<file path="src/rtl/move_permit_scanner_pkg.sv">
// Shared definitions for the move permit scanner: direction codes,
// scanner FSM states and the flat grid index helper.
package move_permit_scanner_pkg;

  localparam logic [1:0] DIR_UP    = 2'd0;
  localparam logic [1:0] DIR_DOWN  = 2'd1;
  localparam logic [1:0] DIR_LEFT  = 2'd2;
  localparam logic [1:0] DIR_RIGHT = 2'd3;

  typedef enum logic [1:0] {
    ST_IDLE = 2'd0,
    ST_SCAN = 2'd1,
    ST_RESP = 2'd2
  } scan_state_e;

  // Flat bit position of (direction d, scroll s, lane l) in the enable vector.
  function automatic int cell_idx(input int d, input int s, input int l,
                                  input int lanes, input int scrolls);
    return d * lanes * scrolls + s * lanes + l;
  endfunction

endpackage

</file>
<file path="src/rtl/move_permit_scanner_step_and.sv">
// Masked AND across the lanes of one scroll step: a cell that does not
// participate (mask 0) never blocks the step.
module scroll_step_and #(
  parameter int LANES = 4
) (
  input  logic [LANES-1:0] en_i,
  input  logic [LANES-1:0] mask_i,
  output logic             ok_o
);

  assign ok_o = &(en_i | ~mask_i);

endmodule

</file>
<file path="src/rtl/move_permit_scanner.sv">
// Per-direction registered all-enabled flags plus a request/response
// scanner that walks one scroll step per cycle and stops at the first
// blocked step.
//
// Handshakes: a transfer happens on a rising clk edge where valid and ready
// are both high. req_ready is high only in IDLE (low while rst is high and
// in the first cycle after reset release); resp_valid and all resp_* fields
// stay stable from assertion until the edge where resp_ready is seen high.
module move_permit_scanner
  import move_permit_scanner_pkg::*;
#(
  parameter int LANES   = 4,
  parameter int SCROLLS = 6,
  parameter int NDIR    = 4,
  parameter int DIRW    = 2
) (
  input  logic                         clk,
  input  logic                         rst,
  input  logic [NDIR*LANES*SCROLLS-1:0] dir_enable,
  input  logic [LANES*SCROLLS-1:0]     cell_mask,
  output logic [NDIR-1:0]              enable_o,
  input  logic                         req_valid,
  input  logic [DIRW-1:0]              req_dir,
  output logic                         req_ready,
  output logic                         resp_valid,
  output logic                         resp_grant,
  output logic [DIRW-1:0]              resp_dir,
  output logic [$clog2(SCROLLS)-1:0]   resp_fail_scroll,
  input  logic                         resp_ready,
  output logic [1:0]                   state_dbg_o
);

  localparam int              CELLS  = LANES * SCROLLS;
  localparam int              SW     = $clog2(SCROLLS);
  localparam logic [SW-1:0]   LAST_S = SW'(SCROLLS - 1);

  // ---------------- continuous all-enabled flags ----------------
  logic [NDIR*SCROLLS-1:0] step_ok;
  logic [NDIR-1:0]         enable_d;
  logic [NDIR-1:0]         enable_q;

  for (genvar d = 0; d < NDIR; d++) begin : g_dir
    for (genvar s = 0; s < SCROLLS; s++) begin : g_step
      scroll_step_and #(.LANES(LANES)) u_step (
        .en_i   (dir_enable[cell_idx(d, s, 0, LANES, SCROLLS) +: LANES]),
        .mask_i (cell_mask[cell_idx(0, s, 0, LANES, SCROLLS) +: LANES]),
        .ok_o   (step_ok[d*SCROLLS + s])
      );
    end
  end

  // A direction is enabled when every one of its scroll steps passes.
  always_comb begin
    enable_d = '0;
    for (int d = 0; d < NDIR; d++) begin
      enable_d[d] = &step_ok[d*SCROLLS +: SCROLLS];
    end
  end

  // Register the flags every cycle, independent of the scanner.
  always_ff @(posedge clk or posedge rst) begin
    if (rst) enable_q <= '0;
    else     enable_q <= enable_d;
  end

  assign enable_o = enable_q;

  // ---------------- request scanner ----------------
  scan_state_e      state_q;
  logic             rdy_q;
  logic [SW-1:0]    scan_idx_q;
  logic [CELLS-1:0] snap_en_q;
  logic [CELLS-1:0] snap_mask_q;
  logic             resp_valid_q;
  logic             resp_grant_q;
  logic [DIRW-1:0]  resp_dir_q;
  logic [SW-1:0]    resp_fail_q;

  logic             dir_in_range;
  logic [CELLS-1:0] sel_en;
  logic [CELLS-1:0] sel_mask;
  logic [LANES-1:0] scan_en;
  logic [LANES-1:0] scan_mask;
  logic             scan_ok;

  // Pick the snapshot for the requested direction; an out-of-range
  // direction gets an all-disabled, fully-masked grid so the very first
  // step fails and the request is denied at scroll 0.
  always_comb begin
    dir_in_range = int'(req_dir) < NDIR;
    sel_en       = '0;
    sel_mask     = '1;
    if (dir_in_range) begin
      sel_en   = dir_enable[int'(req_dir)*CELLS +: CELLS];
      sel_mask = cell_mask;
    end
  end

  assign scan_en   = snap_en_q[int'(scan_idx_q)*LANES +: LANES];
  assign scan_mask = snap_mask_q[int'(scan_idx_q)*LANES +: LANES];

  scroll_step_and #(.LANES(LANES)) u_scan_step (
    .en_i   (scan_en),
    .mask_i (scan_mask),
    .ok_o   (scan_ok)
  );

  // Scanner FSM: accept in IDLE, evaluate one scroll step per SCAN cycle,
  // hold the response in RESP until the consumer takes it.
  always_ff @(posedge clk or posedge rst) begin
    if (rst) begin
      state_q      <= ST_IDLE;
      rdy_q        <= 1'b0;
      scan_idx_q   <= '0;
      snap_en_q    <= '0;
      snap_mask_q  <= '0;
      resp_valid_q <= 1'b0;
      resp_grant_q <= 1'b0;
      resp_dir_q   <= '0;
      resp_fail_q  <= '0;
    end else begin
      case (state_q)
        ST_IDLE: begin
          if (rdy_q && req_valid) begin
            snap_en_q   <= sel_en;
            snap_mask_q <= sel_mask;
            resp_dir_q  <= req_dir;
            scan_idx_q  <= '0;
            rdy_q       <= 1'b0;
            state_q     <= ST_SCAN;
          end else begin
            rdy_q <= 1'b1;
          end
        end
        ST_SCAN: begin
          if (!scan_ok) begin
            resp_grant_q <= 1'b0;
            resp_fail_q  <= scan_idx_q;
            resp_valid_q <= 1'b1;
            state_q      <= ST_RESP;
          end else if (scan_idx_q == LAST_S) begin
            resp_grant_q <= 1'b1;
            resp_fail_q  <= '0;
            resp_valid_q <= 1'b1;
            state_q      <= ST_RESP;
          end else begin
            scan_idx_q <= scan_idx_q + 1'b1;
          end
        end
        ST_RESP: begin
          if (resp_ready) begin
            resp_valid_q <= 1'b0;
            rdy_q        <= 1'b1;
            state_q      <= ST_IDLE;
          end
        end
        default: begin
          state_q <= ST_IDLE;
          rdy_q   <= 1'b0;
        end
      endcase
    end
  end

  assign req_ready        = rdy_q;
  assign resp_valid       = resp_valid_q;
  assign resp_grant       = resp_grant_q;
  assign resp_dir         = resp_dir_q;
  assign resp_fail_scroll = resp_fail_q;
  assign state_dbg_o      = state_q;

endmodule

</file>
<file path="config.mk">
export PLATFORM = sky130hd
export DESIGN_NAME = move_permit_scanner
export DESIGN_NICKNAME = d
export VERILOG_FILES = /design/src/rtl/move_permit_scanner_pkg.sv /design/src/rtl/move_permit_scanner_step_and.sv /design/src/rtl/move_permit_scanner.sv
export SDC_FILE = /design/constraint.sdc
export NUM_CORES = 1
export LEC_CHECK = 0
export ABC_AREA = 1
export BUFFER_PORTS_ARGS = -buffer_cell sky130_fd_sc_hd__buf_2
export CAP_MARGIN = 30
export CORE_AREA = 2 2 104 106
export CTS_CLUSTER_SIZE = 8
export DETAILED_ROUTE_END_ITERATION = 10
export DIE_AREA = 0 0 106 108
export GPL_TIMING_DRIVEN = 1
export HOLD_SLACK_MARGIN = 0.03
export PLACE_DENSITY = 0.76
export SKIP_CTS_REPAIR_TIMING = 1
export SKIP_LAST_GASP = 1
export SYNTH_ARGS = -nofsm -noshare
export SYNTH_HDL_FRONTEND = slang
export SYNTH_HIERARCHICAL = 1
export SYNTH_SLANG_ARGS = --single-unit
</file>
<file path="constraint.sdc">
create_clock -name clk -period 2.4 [get_ports clk]
set_input_delay 0.6 -clock clk [delete_from_list [all_inputs] [get_ports clk]]
set_output_delay 0.6 -clock clk [all_outputs]
set_load 0.1 [all_outputs]
</file>
==> results of run 1 <==
[area by class of cell]
type	instances	area, um^2
fillers	1062	4170
multi-input cells	618	2550
flip-flops and latches	65	1630
repair buffers	149	821
inverters	177	664
well taps	136	170
clock buffers	11	151
clock inverters	5	77.6
[metrics by stage]
stage / power [mW] / setup slack [ps] / instance area (um^2) / hold WS (ps)
CTS: 5.36 / 329 / 6060 / 299
finish: 5.36 / 296 / 6060 / 283
global placement: 4.27 / 401 / 5830 / 457
detailed placement: 4.28 / 344 / 5830 / 457
floorplan: 3.68 / 174 / 5050 / 434
global route: 5.80 / 87.1 / 6060 / 329
[worst max-delay path by stage]
stage                       start            end  slack [ps]  depth (start not counted)
floorplan                     rst    enable_o[0]         170                          1
global placement    scan_idx_q[1]  scan_idx_q[2]         400                         11
detailed placement  scan_idx_q[1]  scan_idx_q[1]         340                         11
CTS                 scan_idx_q[1]  scan_idx_q[1]         330                         11
global route        scan_idx_q[1]  scan_idx_q[1]          90                         11
finish              scan_idx_q[1]  scan_idx_q[1]         300                         11
[layer usage]
metal,vias to the layer above,GRT usage [%]
li1,2883,-
met5,-,0
met4,0,9.87
met1,2372,38.7
met2,165,39.0
met3,27,2.95
[registers in the layout, indices dropped and copies added, names as in the netlist]
register / count
resp_fail_scroll: 3
resp_valid: 1
enable_o: 4
snap_en_q: 24
resp_grant: 1
snap_mask_q: 24
req_ready: 1
state_dbg_o: 2
scan_idx_q: 3
resp_dir: 2
[synth_stat cells]
master and count:
sky130_fd_sc_hd__buf_1 1, sky130_fd_sc_hd__buf_4 11, sky130_fd_sc_hd__o22ai_1 3, sky130_fd_sc_hd__nor2_2 1, sky130_fd_sc_hd__o21ai_0 18, sky130_fd_sc_hd__inv_2 4, sky130_fd_sc_hd__nand3_1 87, sky130_fd_sc_hd__nand2_1 448
sky130_fd_sc_hd__a21oi_1 3, sky130_fd_sc_hd__clkbuf_1 2, sky130_fd_sc_hd__nor2_4 1, sky130_fd_sc_hd__ha_1 2, sky130_fd_sc_hd__o211ai_1 8, sky130_fd_sc_hd__or2_2 7, sky130_fd_sc_hd__buf_6 2, sky130_fd_sc_hd__inv_1 173
sky130_fd_sc_hd__o21ai_1 1, sky130_fd_sc_hd__nor2_1 34, sky130_fd_sc_hd__buf_2 18, sky130_fd_sc_hd__dfrtp_1 65, sky130_fd_sc_hd__nand4_1 5
[where the power goes]
| group | switching, mW | internal, mW | total [mW] |
|---|---|---|---|
| clock network | 0.438 | 0.638 | 1.08 |
| registers | 0.252 | 1.54 | 1.79 |
| logic | 1.70 | 0.786 | 2.49 |
[cells by family after synthesis]
family | Yosys count
AO/OA/AOI/OAI | 33
flip-flops | 65
buffers and inverters | 211
adder cells (fa/ha/maj) | 2
AND/OR/NAND/NOR | 583
==> flow_results.xml, run 1 <==
<?xml version="1.0" encoding="UTF-8"?>
<metrics>
  <group name="outcome">
    <metric name="status" unit="">finished clean</metric>
  </group>
  <group name="logic_synthesis">
    <metric name="syn_area_per_cell" unit="um^2">5.65</metric>
    <metric name="synthXorXnorAreaFrac" unit="%">0</metric>
    <metric name="netlist-cell-type-count" unit="">21</metric>
    <metric name="yosys.area_share.simple" unit="%">46.3</metric>
    <metric name="synth.yosys.warnings" unit="">6</metric>
    <metric name="dominant_combinational_cell_family_by_area_after_synthesis" unit="">simple AND/OR/NAND/NOR gates</metric>
    <metric name="synth_area_leader_cell" unit="">sky130_fd_sc_hd__nand2_1</metric>
    <metric name="post_synth_instance_area" unit="um^2">5050</metric>
    <metric name="synth_fp_nets" unit="">1022</metric>
    <metric name="adder_and_majority_cell_fraction_of_the_synthesized_area" unit="%">0.496</metric>
    <metric name="synth.top_cell.area_share" unit="%">33.3</metric>
    <metric name="postSynthRegisterBits" unit="">65</metric>
    <metric name="share_of_synthesized_area_spent_on_multiplexers" unit="%">0</metric>
    <metric name="postSynthCellCount" unit="">894</metric>
    <metric name="seq_area_frac_synth" unit="%">32.2</metric>
    <metric name="synth.area.top_cells" unit="">sky130_fd_sc_hd__nand2_1 33%, sky130_fd_sc_hd__dfrtp_1 32%, sky130_fd_sc_hd__inv_1 13%</metric>
    <metric name="synth-compound-area-share" unit="%">3.74</metric>
  </group>
  <group name="die">
    <metric name="chipHeight" unit="um">108</metric>
    <metric name="floorplan.core_area" unit="um^2">10200</metric>
    <metric name="pin_count" unit="">140</metric>
    <metric name="die_x_extent" unit="um">106</metric>
    <metric name="placementRows" unit="">37</metric>
    <metric name="die-area" unit="um^2">11400</metric>
    <metric name="initial_utilization" unit="%">49.3</metric>
  </group>
  <group name="job">
    <metric name="timing.max_cap.violations" unit="">0</metric>
  </group>
  <group name="place">
    <metric name="placed_cells" unit="">1145</metric>
    <metric name="port_buffers" unit="">139</metric>
    <metric name="dp_hpwl" unit="um">11100</metric>
    <metric name="place_congestion" unit="">0.858</metric>
  </group>
  <group name="cts">
    <metric name="clock_insertion_delay_worst_skew" unit="ps">350</metric>
    <metric name="cts_num_sinks" unit="">65</metric>
    <metric name="h-tree-depth" unit="">3</metric>
    <metric name="tritoncts_clock_tree" unit="">done</metric>
    <metric name="cts_max_path_buffers" unit="">2</metric>
    <metric name="clock-root-buffer" unit="">sky130_fd_sc_hd__clkbuf_8</metric>
    <metric name="tritoncts.num_buffers" unit="">9</metric>
    <metric name="path_clk_slew" unit="ps">80</metric>
  </group>
  <group name="route">
    <metric name="remaining_drc_errors" unit="">0</metric>
    <metric name="route.vias.total" unit="">5447</metric>
    <metric name="route.top_layer_used" unit="">met4</metric>
    <metric name="detailroute.wirelength.met3" unit="um">698</metric>
    <metric name="m1WireLength" unit="um">7230</metric>
    <metric name="drt-total-wl" unit="um">14400</metric>
    <metric name="initialDrtViolationCount" unit="">406</metric>
    <metric name="route.met2.wl" unit="um">6110</metric>
    <metric name="routed_wire_length_per_instance" unit="um">12.4</metric>
    <metric name="viasPerCell" unit="">4.69</metric>
    <metric name="drt_pass1_iterations" unit="">5</metric>
    <metric name="drt.antenna.violating_nets" unit="">0</metric>
  </group>
  <group name="sta">
    <metric name="post_route_setup_tns" unit="ps">0</metric>
    <metric name="final_period_demand_of_the_worst_path" unit="ps">2100</metric>
    <metric name="max-slew-margin-rel" unit="%">60.5</metric>
    <metric name="finalSetupViolations" unit="">0</metric>
    <metric name="report.final.slew_viol_count" unit="">0</metric>
    <metric name="tightestPinTransition" unit="ps">591</metric>
    <metric name="grt_setup_unrepaired" unit="">no</metric>
    <metric name="worst_clock_skew" unit="ps">10.1</metric>
    <metric name="finalHoldViolations" unit="">0</metric>
    <metric name="timing.final.crit_share" unit="%">87.7</metric>
    <metric name="fmaxAchievable" unit="MHz">475</metric>
  </group>
  <group name="worst_setup_path">
    <metric name="critical_path.max_stage_delay" unit="ps">490</metric>
    <metric name="worstPathCellList" unit="">nor2_1 -&gt; o211ai_1 -&gt; nand2_1 -&gt; inv_1 -&gt; nand2_1 -&gt; nand2_1 -&gt; nor2_1 -&gt; nand3_1 -&gt; nand2_1 -&gt; nand2_1 -&gt; nand2_1</metric>
    <metric name="regToRegEndpoint" unit="">scan_idx_q[1]</metric>
    <metric name="worst_r2r_startpoint" unit="">scan_idx_q[1]</metric>
    <metric name="worst_setup_path_start_kind" unit="">flip-flop</metric>
    <metric name="worstPathRequired" unit="ps">2690</metric>
    <metric name="r2r_setup_slack" unit="ps">300</metric>
    <metric name="timing.critical_path.fanout_max" unit="">8</metric>
    <metric name="crit_slowest_cell" unit="">sky130_fd_sc_hd__dfrtp_1</metric>
    <metric name="critical_path_class" unit="">flip-flop to flip-flop</metric>
    <metric name="crit_path_frequent_cell" unit="">sky130_fd_sc_hd__nand2_1</metric>
    <metric name="endpoint_kind_of_the_worst_setup_timing_path" unit="">flip-flop</metric>
    <metric name="r2r.worst_path.cells" unit="">11</metric>
    <metric name="worst_path_dominant_cell_family" unit="">simple AND/OR/NAND/NOR gates</metric>
    <metric name="cp_data_arrival_time" unit="ps">2390</metric>
    <metric name="cp_num_buf_inv" unit="">1</metric>
  </group>
  <group name="power_and_ir_drop">
    <metric name="power-per-cell-area" unit="nW/um^2">884</metric>
    <metric name="power.static_leakage" unit="nW">4.00</metric>
    <metric name="peakVddDrop" unit="uV">799</metric>
  </group>
  <group name="global_routing">
    <metric name="groute.usage.overall" unit="%">26.1</metric>
    <metric name="globalRouteOverflowTotal" unit="">0</metric>
    <metric name="antenna_found_initial" unit="">0</metric>
    <metric name="wire_length_of_the_first_global_routing_pass" unit="um">23700</metric>
    <metric name="grt_max_degree" unit="">55</metric>
    <metric name="number_of_global_route_vias_before_repair" unit="">4964</metric>
  </group>
  <group name="final_layout">
    <metric name="mostFrequentLayoutCells" unit="">448 x sky130_fd_sc_hd__nand2_1, 172 x sky130_fd_sc_hd__inv_1, 139 x sky130_fd_sc_hd__buf_2</metric>
    <metric name="synthToLayoutAreaGrowth" unit="%">20.1</metric>
    <metric name="layout_commonest_cell" unit="">sky130_fd_sc_hd__nand2_1</metric>
    <metric name="finish.utilization" unit="%">59.3</metric>
    <metric name="layout.cells.non_filler" unit="">1161</metric>
    <metric name="num-nets-final" unit="">1148</metric>
    <metric name="post_route_cells_drive_above_1_share" unit="%">17.5</metric>
    <metric name="antenna_cells" unit="">0</metric>
  </group>
  <group name="hold_path">
    <metric name="timing.hold.worst.class" unit="">input port to asynchronous set/reset pin</metric>
  </group>
</metrics>
(Power assumes the default switching activity.)
==> run 2: changes to the inputs <==
Settings changed: BUFFER_PORTS_ARGS -buffer_cell sky130_fd_sc_hd__buf_2 to default, DONT_BUFFER_PORTS from default to 1, GPL_TIMING_DRIVEN 1 to 0, PLACE_DENSITY 0.76 to default.
==> run 2 against run 1 <==
Net effect:
- first-iteration DRC count grew 8.1%
- via count decreased by 3.5%
- clock power fell by 13%
- combinational power shrank 18%
- total power is 3.5% lower
- sequential cell count unchanged
- cell count decreased by 9.8%
==> flow_results.xml, run 2 (synthesized netlist as in run 1, its figures left out) <==
<?xml version="1.0" encoding="UTF-8"?>
<metrics>
  <group name="cts">
    <metric name="clock_insertion_delay_worst_skew" unit="ps">360</metric>
    <metric name="path_clk_slew" unit="ps">80</metric>
    <metric name="clock-root-buffer" unit="">sky130_fd_sc_hd__clkbuf_8</metric>
    <metric name="tritoncts.num_buffers" unit="">9</metric>
    <metric name="cts_max_path_buffers" unit="">2</metric>
    <metric name="h-tree-depth" unit="">3</metric>
    <metric name="cts_num_sinks" unit="">65</metric>
    <metric name="tritoncts_clock_tree" unit="">done</metric>
  </group>
  <group name="die">
    <metric name="die-area" unit="um^2">11400</metric>
    <metric name="placementRows" unit="">37</metric>
    <metric name="floorplan.core_area" unit="um^2">10200</metric>
    <metric name="chipHeight" unit="um">108</metric>
    <metric name="initial_utilization" unit="%">49.3</metric>
    <metric name="die_x_extent" unit="um">106</metric>
    <metric name="pin_count" unit="">140</metric>
  </group>
  <group name="worst_setup_path">
    <metric name="critical_path_class" unit="">flip-flop to flip-flop</metric>
    <metric name="r2r_setup_slack" unit="ps">250</metric>
    <metric name="critical_path.max_stage_delay" unit="ps">990</metric>
    <metric name="endpoint_kind_of_the_worst_setup_timing_path" unit="">flip-flop</metric>
    <metric name="cp_data_arrival_time" unit="ps">2380</metric>
    <metric name="worstPathCellList" unit="">nand2_1 -&gt; nor2_4 -&gt; buf_2 -&gt; o21ai_0</metric>
    <metric name="worst_r2r_startpoint" unit="">req_ready</metric>
    <metric name="worst_setup_path_start_kind" unit="">flip-flop</metric>
    <metric name="critPathLaunch" unit="">req_ready</metric>
    <metric name="worstSetupEndpoint" unit="">snap_mask_q[1]</metric>
    <metric name="worstPathRequired" unit="ps">2630</metric>
    <metric name="timing.critical_path.fanout_max" unit="">10</metric>
    <metric name="regToRegEndpoint" unit="">snap_mask_q[1]</metric>
    <metric name="crit_slowest_cell" unit="">sky130_fd_sc_hd__dfrtp_1</metric>
    <metric name="r2r.worst_path.cells" unit="">4</metric>
  </group>
  <group name="job">
    <metric name="timing.max_cap.violations" unit="">0</metric>
  </group>
  <group name="global_routing">
    <metric name="use_met3" unit="%">10.2</metric>
    <metric name="grt_max_degree" unit="">45</metric>
    <metric name="number_of_global_route_vias_before_repair" unit="">5338</metric>
    <metric name="grt_use_met2" unit="%">49.8</metric>
    <metric name="wire_length_of_the_first_global_routing_pass" unit="um">26700</metric>
    <metric name="grt.met1_usage" unit="%">39.7</metric>
    <metric name="antenna_found_initial" unit="">0</metric>
    <metric name="groute.usage.overall" unit="%">30.7</metric>
    <metric name="globalRoute.busiestLayer" unit="">met2</metric>
    <metric name="globalRouteOverflowTotal" unit="">0</metric>
  </group>
  <group name="place">
    <metric name="dp_hpwl" unit="um">13700</metric>
    <metric name="dpl-instance-area" unit="um^2">5240</metric>
    <metric name="worst_slack_placed" unit="ps">259</metric>
    <metric name="placed_cells" unit="">1031</metric>
    <metric name="place_congestion" unit="">0.961</metric>
    <metric name="port_buffers" unit="">0</metric>
  </group>
  <group name="sta">
    <metric name="timing.final.crit_share" unit="%">89.7</metric>
    <metric name="final_period_demand_of_the_worst_path" unit="ps">2150</metric>
    <metric name="tightestPinTransition" unit="ps">973</metric>
    <metric name="finalSetupViolations" unit="">0</metric>
    <metric name="max-slew-margin-rel" unit="%">35.1</metric>
    <metric name="grt_setup_unrepaired" unit="">no</metric>
    <metric name="post_route_setup_tns" unit="ps">0</metric>
    <metric name="finalHoldViolations" unit="">0</metric>
    <metric name="worst_clock_skew" unit="ps">14.5</metric>
    <metric name="setup_ws" unit="ps">247</metric>
    <metric name="report.final.slew_viol_count" unit="">0</metric>
    <metric name="fmaxAchievable" unit="MHz">464</metric>
  </group>
  <group name="power_and_ir_drop">
    <metric name="peakVddDrop" unit="uV">553</metric>
    <metric name="sequentialPowerShare" unit="%">42.5</metric>
    <metric name="power.static_leakage" unit="nW">3.51</metric>
    <metric name="power.combinational.fraction" unit="%">39.2</metric>
    <metric name="cell_internal_pwr" unit="mW">2.74</metric>
    <metric name="power.switching_fraction" unit="%">47.1</metric>
    <metric name="power-per-cell-area" unit="nW/um^2">952</metric>
    <metric name="net-switching-power" unit="mW">2.44</metric>
    <metric name="power.clock.fraction" unit="%">18.3</metric>
  </group>
  <group name="final_layout">
    <metric name="final_area" unit="um^2">5430</metric>
    <metric name="post_route_cells_drive_above_1_share" unit="%">6.70</metric>
    <metric name="layout.cells.non_filler" unit="">1047</metric>
    <metric name="num-nets-final" unit="">1034</metric>
    <metric name="layout_commonest_cell" unit="">sky130_fd_sc_hd__nand2_1</metric>
    <metric name="synthToLayoutAreaGrowth" unit="%">7.63</metric>
    <metric name="antenna_cells" unit="">0</metric>
    <metric name="mostFrequentLayoutCells" unit="">448 x sky130_fd_sc_hd__nand2_1, 172 x sky130_fd_sc_hd__inv_1, 87 x sky130_fd_sc_hd__nand3_1</metric>
  </group>
  <group name="route">
    <metric name="viasPerCell" unit="">5.02</metric>
    <metric name="drt-total-wl" unit="um">17000</metric>
    <metric name="drt.antenna.violating_nets" unit="">0</metric>
    <metric name="drt_pass1_iterations" unit="">5</metric>
    <metric name="routed_wire_length_per_instance" unit="um">16.2</metric>
    <metric name="route.vias.total" unit="">5256</metric>
    <metric name="remaining_drc_errors" unit="">0</metric>
    <metric name="initialDrtViolationCount" unit="">439</metric>
  </group>
  <group name="hold_path">
    <metric name="timing.hold.worst.class" unit="">input port to asynchronous set/reset pin</metric>
  </group>
  <group name="outcome">
    <metric name="status" unit="">finished clean</metric>
  </group>
</metrics>
## run 2: per-stage QoR
stage	hold slack [ps]	utilization (%)	power, mW
floorplan	434	-	3.68
global placement	454	51.0	4.16
detailed placement	456	51.2	4.23
CTS	156	53.1	5.18
global route	181	53.1	5.57
finish	146	53.1	5.17
## run 2: power groups by stage
stage	Clock [mW]	Combinational, mW	Sequential (mW)
global route	1.00	2.32	2.24
global placement	0	1.95	2.20
finish	0.945	2.03	2.20
floorplan	0	1.53	2.15
detailed placement	0	2.00	2.22
CTS	0.953	2.02	2.20
## run 2: worst min path at each step
| stage | start | endpoint | slack, ps | cells after the start |
|---|---|---|---|---|
| floorplan | snap_mask_q[16] | snap_mask_q[16] | 430 | 2 |
| global placement | snap_mask_q[17] | snap_mask_q[17] | 450 | 2 |
| detailed placement | snap_mask_q[17] | snap_mask_q[17] | 460 | 2 |
| CTS | rst | snap_mask_q[7] | 160 | 1 |
| global route | rst | snap_mask_q[7] | 180 | 1 |
| finish | rst | snap_mask_q[7] | 150 | 1 |
## run 2: layout make-up
type | count | area, um^2
flip-flops and latches | 65 | 1630
clock buffers | 10 | 128
well taps | 136 | 170
fillers | 1101 | 4800
plain buffers | 34 | 206
clock inverters | 6 | 67.6
inverters | 177 | 664
multi-input cells | 618 | 2550
repair buffers | 1 | 20.0
## run 2: worst max-delay path, delay by kind of cell (launching register included)
kind,cells,cell delay (ps)
buf+inv,1,300
compound gates,1,110
flops,1,990
simple gates,2,610
## run 2: per-layer routing
layer	share of wire (%)	vias up
met5	0	-
met4	2.0	0
met3	10	26
met2	44	209
met1	44	2371
li1	-	2650
==> run 3: changes to the inputs <==
Settings changed: CORE_AREA 2 2 104 106 to 10 10 112 114, DIE_AREA 0 0 106 108 to 0 0 122 124.
==> run 3 against run 2 <==
Net effect:
- maximum frequency grew 0.38%
- largest power group unchanged
- worst hold slack gained 29 ps
- sequential cell count is the same
- routed wire length grew 4.9%
- core utilization shrank 0.32 points
- first-iteration DRC count grew 18%
- combinational power is essentially flat
- register-to-register slack is essentially flat
- largest cell class unchanged
- via count grew 1.3%
- sequential power is essentially flat
- global-route usage shrank 7.6 points
- clock skew shrank 3.2 ps
==> flow_results.xml, run 3 (synthesized netlist as in run 1, its figures left out) <==
<?xml version="1.0" encoding="UTF-8"?>
<metrics>
  <group name="outcome">
    <metric name="status" unit="">finished clean</metric>
  </group>
  <group name="cts">
    <metric name="path_clk_slew" unit="ps">80</metric>
    <metric name="cts_max_path_buffers" unit="">2</metric>
    <metric name="h-tree-depth" unit="">3</metric>
    <metric name="tritoncts.num_buffers" unit="">9</metric>
    <metric name="tritoncts_clock_tree" unit="">done</metric>
    <metric name="clock_insertion_delay_worst_skew" unit="ps">350</metric>
    <metric name="clock-root-buffer" unit="">sky130_fd_sc_hd__clkbuf_8</metric>
    <metric name="cts_num_sinks" unit="">65</metric>
  </group>
  <group name="final_layout">
    <metric name="post_route_cells_drive_above_1_share" unit="%">6.48</metric>
    <metric name="mostFrequentLayoutCells" unit="">448 x sky130_fd_sc_hd__nand2_1, 172 x sky130_fd_sc_hd__inv_1, 87 x sky130_fd_sc_hd__nand3_1</metric>
    <metric name="finish.utilization" unit="%">52.8</metric>
    <metric name="synthToLayoutAreaGrowth" unit="%">6.99</metric>
    <metric name="layout.area.seq" unit="um^2">1630</metric>
    <metric name="num-nets-final" unit="">1034</metric>
    <metric name="layout_commonest_cell" unit="">sky130_fd_sc_hd__nand2_1</metric>
    <metric name="final_area" unit="um^2">5400</metric>
    <metric name="antenna_cells" unit="">0</metric>
    <metric name="multiInputGateArea" unit="um^2">2550</metric>
    <metric name="filler_cell_count" unit="">1083</metric>
    <metric name="layout.cells.non_filler" unit="">1046</metric>
  </group>
  <group name="die">
    <metric name="die_x_extent" unit="um">122</metric>
    <metric name="die-area" unit="um^2">15100</metric>
    <metric name="pin_count" unit="">140</metric>
    <metric name="placementRows" unit="">37</metric>
    <metric name="floorplan.core_area" unit="um^2">10200</metric>
    <metric name="initial_utilization" unit="%">49.3</metric>
    <metric name="chipHeight" unit="um">124</metric>
  </group>
  <group name="power_and_ir_drop">
    <metric name="power.static_leakage" unit="nW">3.50</metric>
    <metric name="sequentialPowerShare" unit="%">43.8</metric>
    <metric name="net-switching-power" unit="mW">2.37</metric>
    <metric name="cell_internal_pwr" unit="mW">2.65</metric>
    <metric name="power.clock.fraction" unit="%">16.2</metric>
    <metric name="peakVddDrop" unit="uV">539</metric>
    <metric name="report.power.total" unit="mW">5.02</metric>
    <metric name="power-per-cell-area" unit="nW/um^2">929</metric>
    <metric name="power.combinational.fraction" unit="%">39.9</metric>
    <metric name="power.switching_fraction" unit="%">47.2</metric>
  </group>
  <group name="global_routing">
    <metric name="groute.usage.overall" unit="%">23.1</metric>
    <metric name="wire_length_of_the_first_global_routing_pass" unit="um">26800</metric>
    <metric name="antenna_found_initial" unit="">0</metric>
    <metric name="number_of_global_route_vias_before_repair" unit="">4907</metric>
    <metric name="globalRouteOverflowTotal" unit="">0</metric>
    <metric name="grt_max_degree" unit="">42</metric>
  </group>
  <group name="job">
    <metric name="timing.max_cap.violations" unit="">0</metric>
  </group>
  <group name="sta">
    <metric name="finalSetupViolations" unit="">0</metric>
    <metric name="finalHoldViolations" unit="">0</metric>
    <metric name="report.final.slew_viol_count" unit="">0</metric>
    <metric name="tightestPinTransition" unit="ps">990</metric>
    <metric name="worst_clock_skew" unit="ps">11.3</metric>
    <metric name="grt_setup_unrepaired" unit="">no</metric>
    <metric name="fmaxAchievable" unit="MHz">466</metric>
    <metric name="final_period_demand_of_the_worst_path" unit="ps">2140</metric>
    <metric name="max-slew-margin-rel" unit="%">34.0</metric>
    <metric name="holdWs" unit="ps">175</metric>
    <metric name="timing.final.crit_share" unit="%">89.4</metric>
  </group>
  <group name="route">
    <metric name="drt.antenna.violating_nets" unit="">0</metric>
    <metric name="drt-total-wl" unit="um">17800</metric>
    <metric name="viasPerCell" unit="">5.09</metric>
    <metric name="route.vias.total" unit="">5322</metric>
    <metric name="drt_pass1_iterations" unit="">5</metric>
    <metric name="routed_wire_length_per_instance" unit="um">17.0</metric>
    <metric name="remaining_drc_errors" unit="">0</metric>
    <metric name="initialDrtViolationCount" unit="">519</metric>
  </group>
  <group name="place">
    <metric name="dpl-instance-area" unit="um^2">5240</metric>
    <metric name="port_buffers" unit="">0</metric>
    <metric name="place_congestion" unit="">0.947</metric>
    <metric name="placed_cells" unit="">1031</metric>
    <metric name="dp_hpwl" unit="um">14600</metric>
  </group>
  <group name="worst_setup_path">
    <metric name="critical_path_class" unit="">flip-flop to flip-flop</metric>
    <metric name="critical_path.max_stage_delay" unit="ps">980</metric>
    <metric name="endpoint_kind_of_the_worst_setup_timing_path" unit="">flip-flop</metric>
    <metric name="crit_slowest_cell" unit="">sky130_fd_sc_hd__dfrtp_1</metric>
    <metric name="r2r.worst_path.cells" unit="">4</metric>
    <metric name="timing.critical_path.fanout_max" unit="">10</metric>
    <metric name="worst_setup_path_start_kind" unit="">flip-flop</metric>
    <metric name="r2r_setup_slack" unit="ps">260</metric>
    <metric name="worstPathCellList" unit="">nand2_1 -&gt; nor2_4 -&gt; buf_2 -&gt; o21ai_0</metric>
    <metric name="cp_data_arrival_time" unit="ps">2370</metric>
    <metric name="worstPathRequired" unit="ps">2620</metric>
  </group>
  <group name="hold_path">
    <metric name="timing.hold.worst.class" unit="">input port to asynchronous set/reset pin</metric>
  </group>
</metrics>
[run 3: per-stage QoR]
stage                     TNS [ps]  worst slack (ps)
after floorplan                  0               174
final                            0               255
after global routing             0             0.538
after CTS                        0               231
after detailed placement         0               231
after global placement      -35320              -547
[run 3: worst max-delay path, delay by kind of cell (launching register included)]
kind            cells  cell delay [ps]
simple gates        2              600
compound gates      1              130
flops               1              980
buf+inv             1              300
[run 3: layout make-up]
cell class / instances / share of cell area [%]
flip-flops and latches: 65 / 30.1
well taps: 136 / 3.15
clock buffers: 12 / 2.69
clock inverters: 3 / 0.324
multi-input cells: 618 / 47.2
plain buffers: 34 / 3.82
repair buffers: 1 / 0.371
inverters: 177 / 12.3
[run 3: worst paths after layout]
check                                     start               to
worst max-delay path                  req_ready   snap_mask_q[4]
worst min-delay path                        rst     snap_en_q[3]
worst max register to register        req_ready   snap_mask_q[4]
worst min register to register  snap_mask_q[16]  snap_mask_q[16]
max in group asynchronous                   rst    snap_en_q[12]
min in group clk                  cell_mask[16]  snap_mask_q[16]
[run 3: routing by layer]
metal / global-route usage, % / wire (um) / vias to the layer above
met5: 0 / 0 / -
met4: 6.04 / 276 / 0
met3: 8.96 / 2250 / 23
met2: 36.0 / 8000 / 257
met1: 29.4 / 7300 / 2388
li1: - / - / 2654
[run 3: power groups by stage]
| stage | sequential (mW) | combinational [mW] | clock (mW) |
|---|---|---|---|
| 2_1_floorplan | 2.15 | 1.53 | 0 |
| 6_report | 2.20 | 2.00 | 0.814 |
| 5_1_grt | 2.26 | 2.29 | 0.868 |
| 3_3_place_gp | 2.22 | 1.95 | 0 |
| 3_5_place_dp | 2.22 | 1.99 | 0 |
| 4_1_cts | 2.20 | 2.01 | 0.816 |
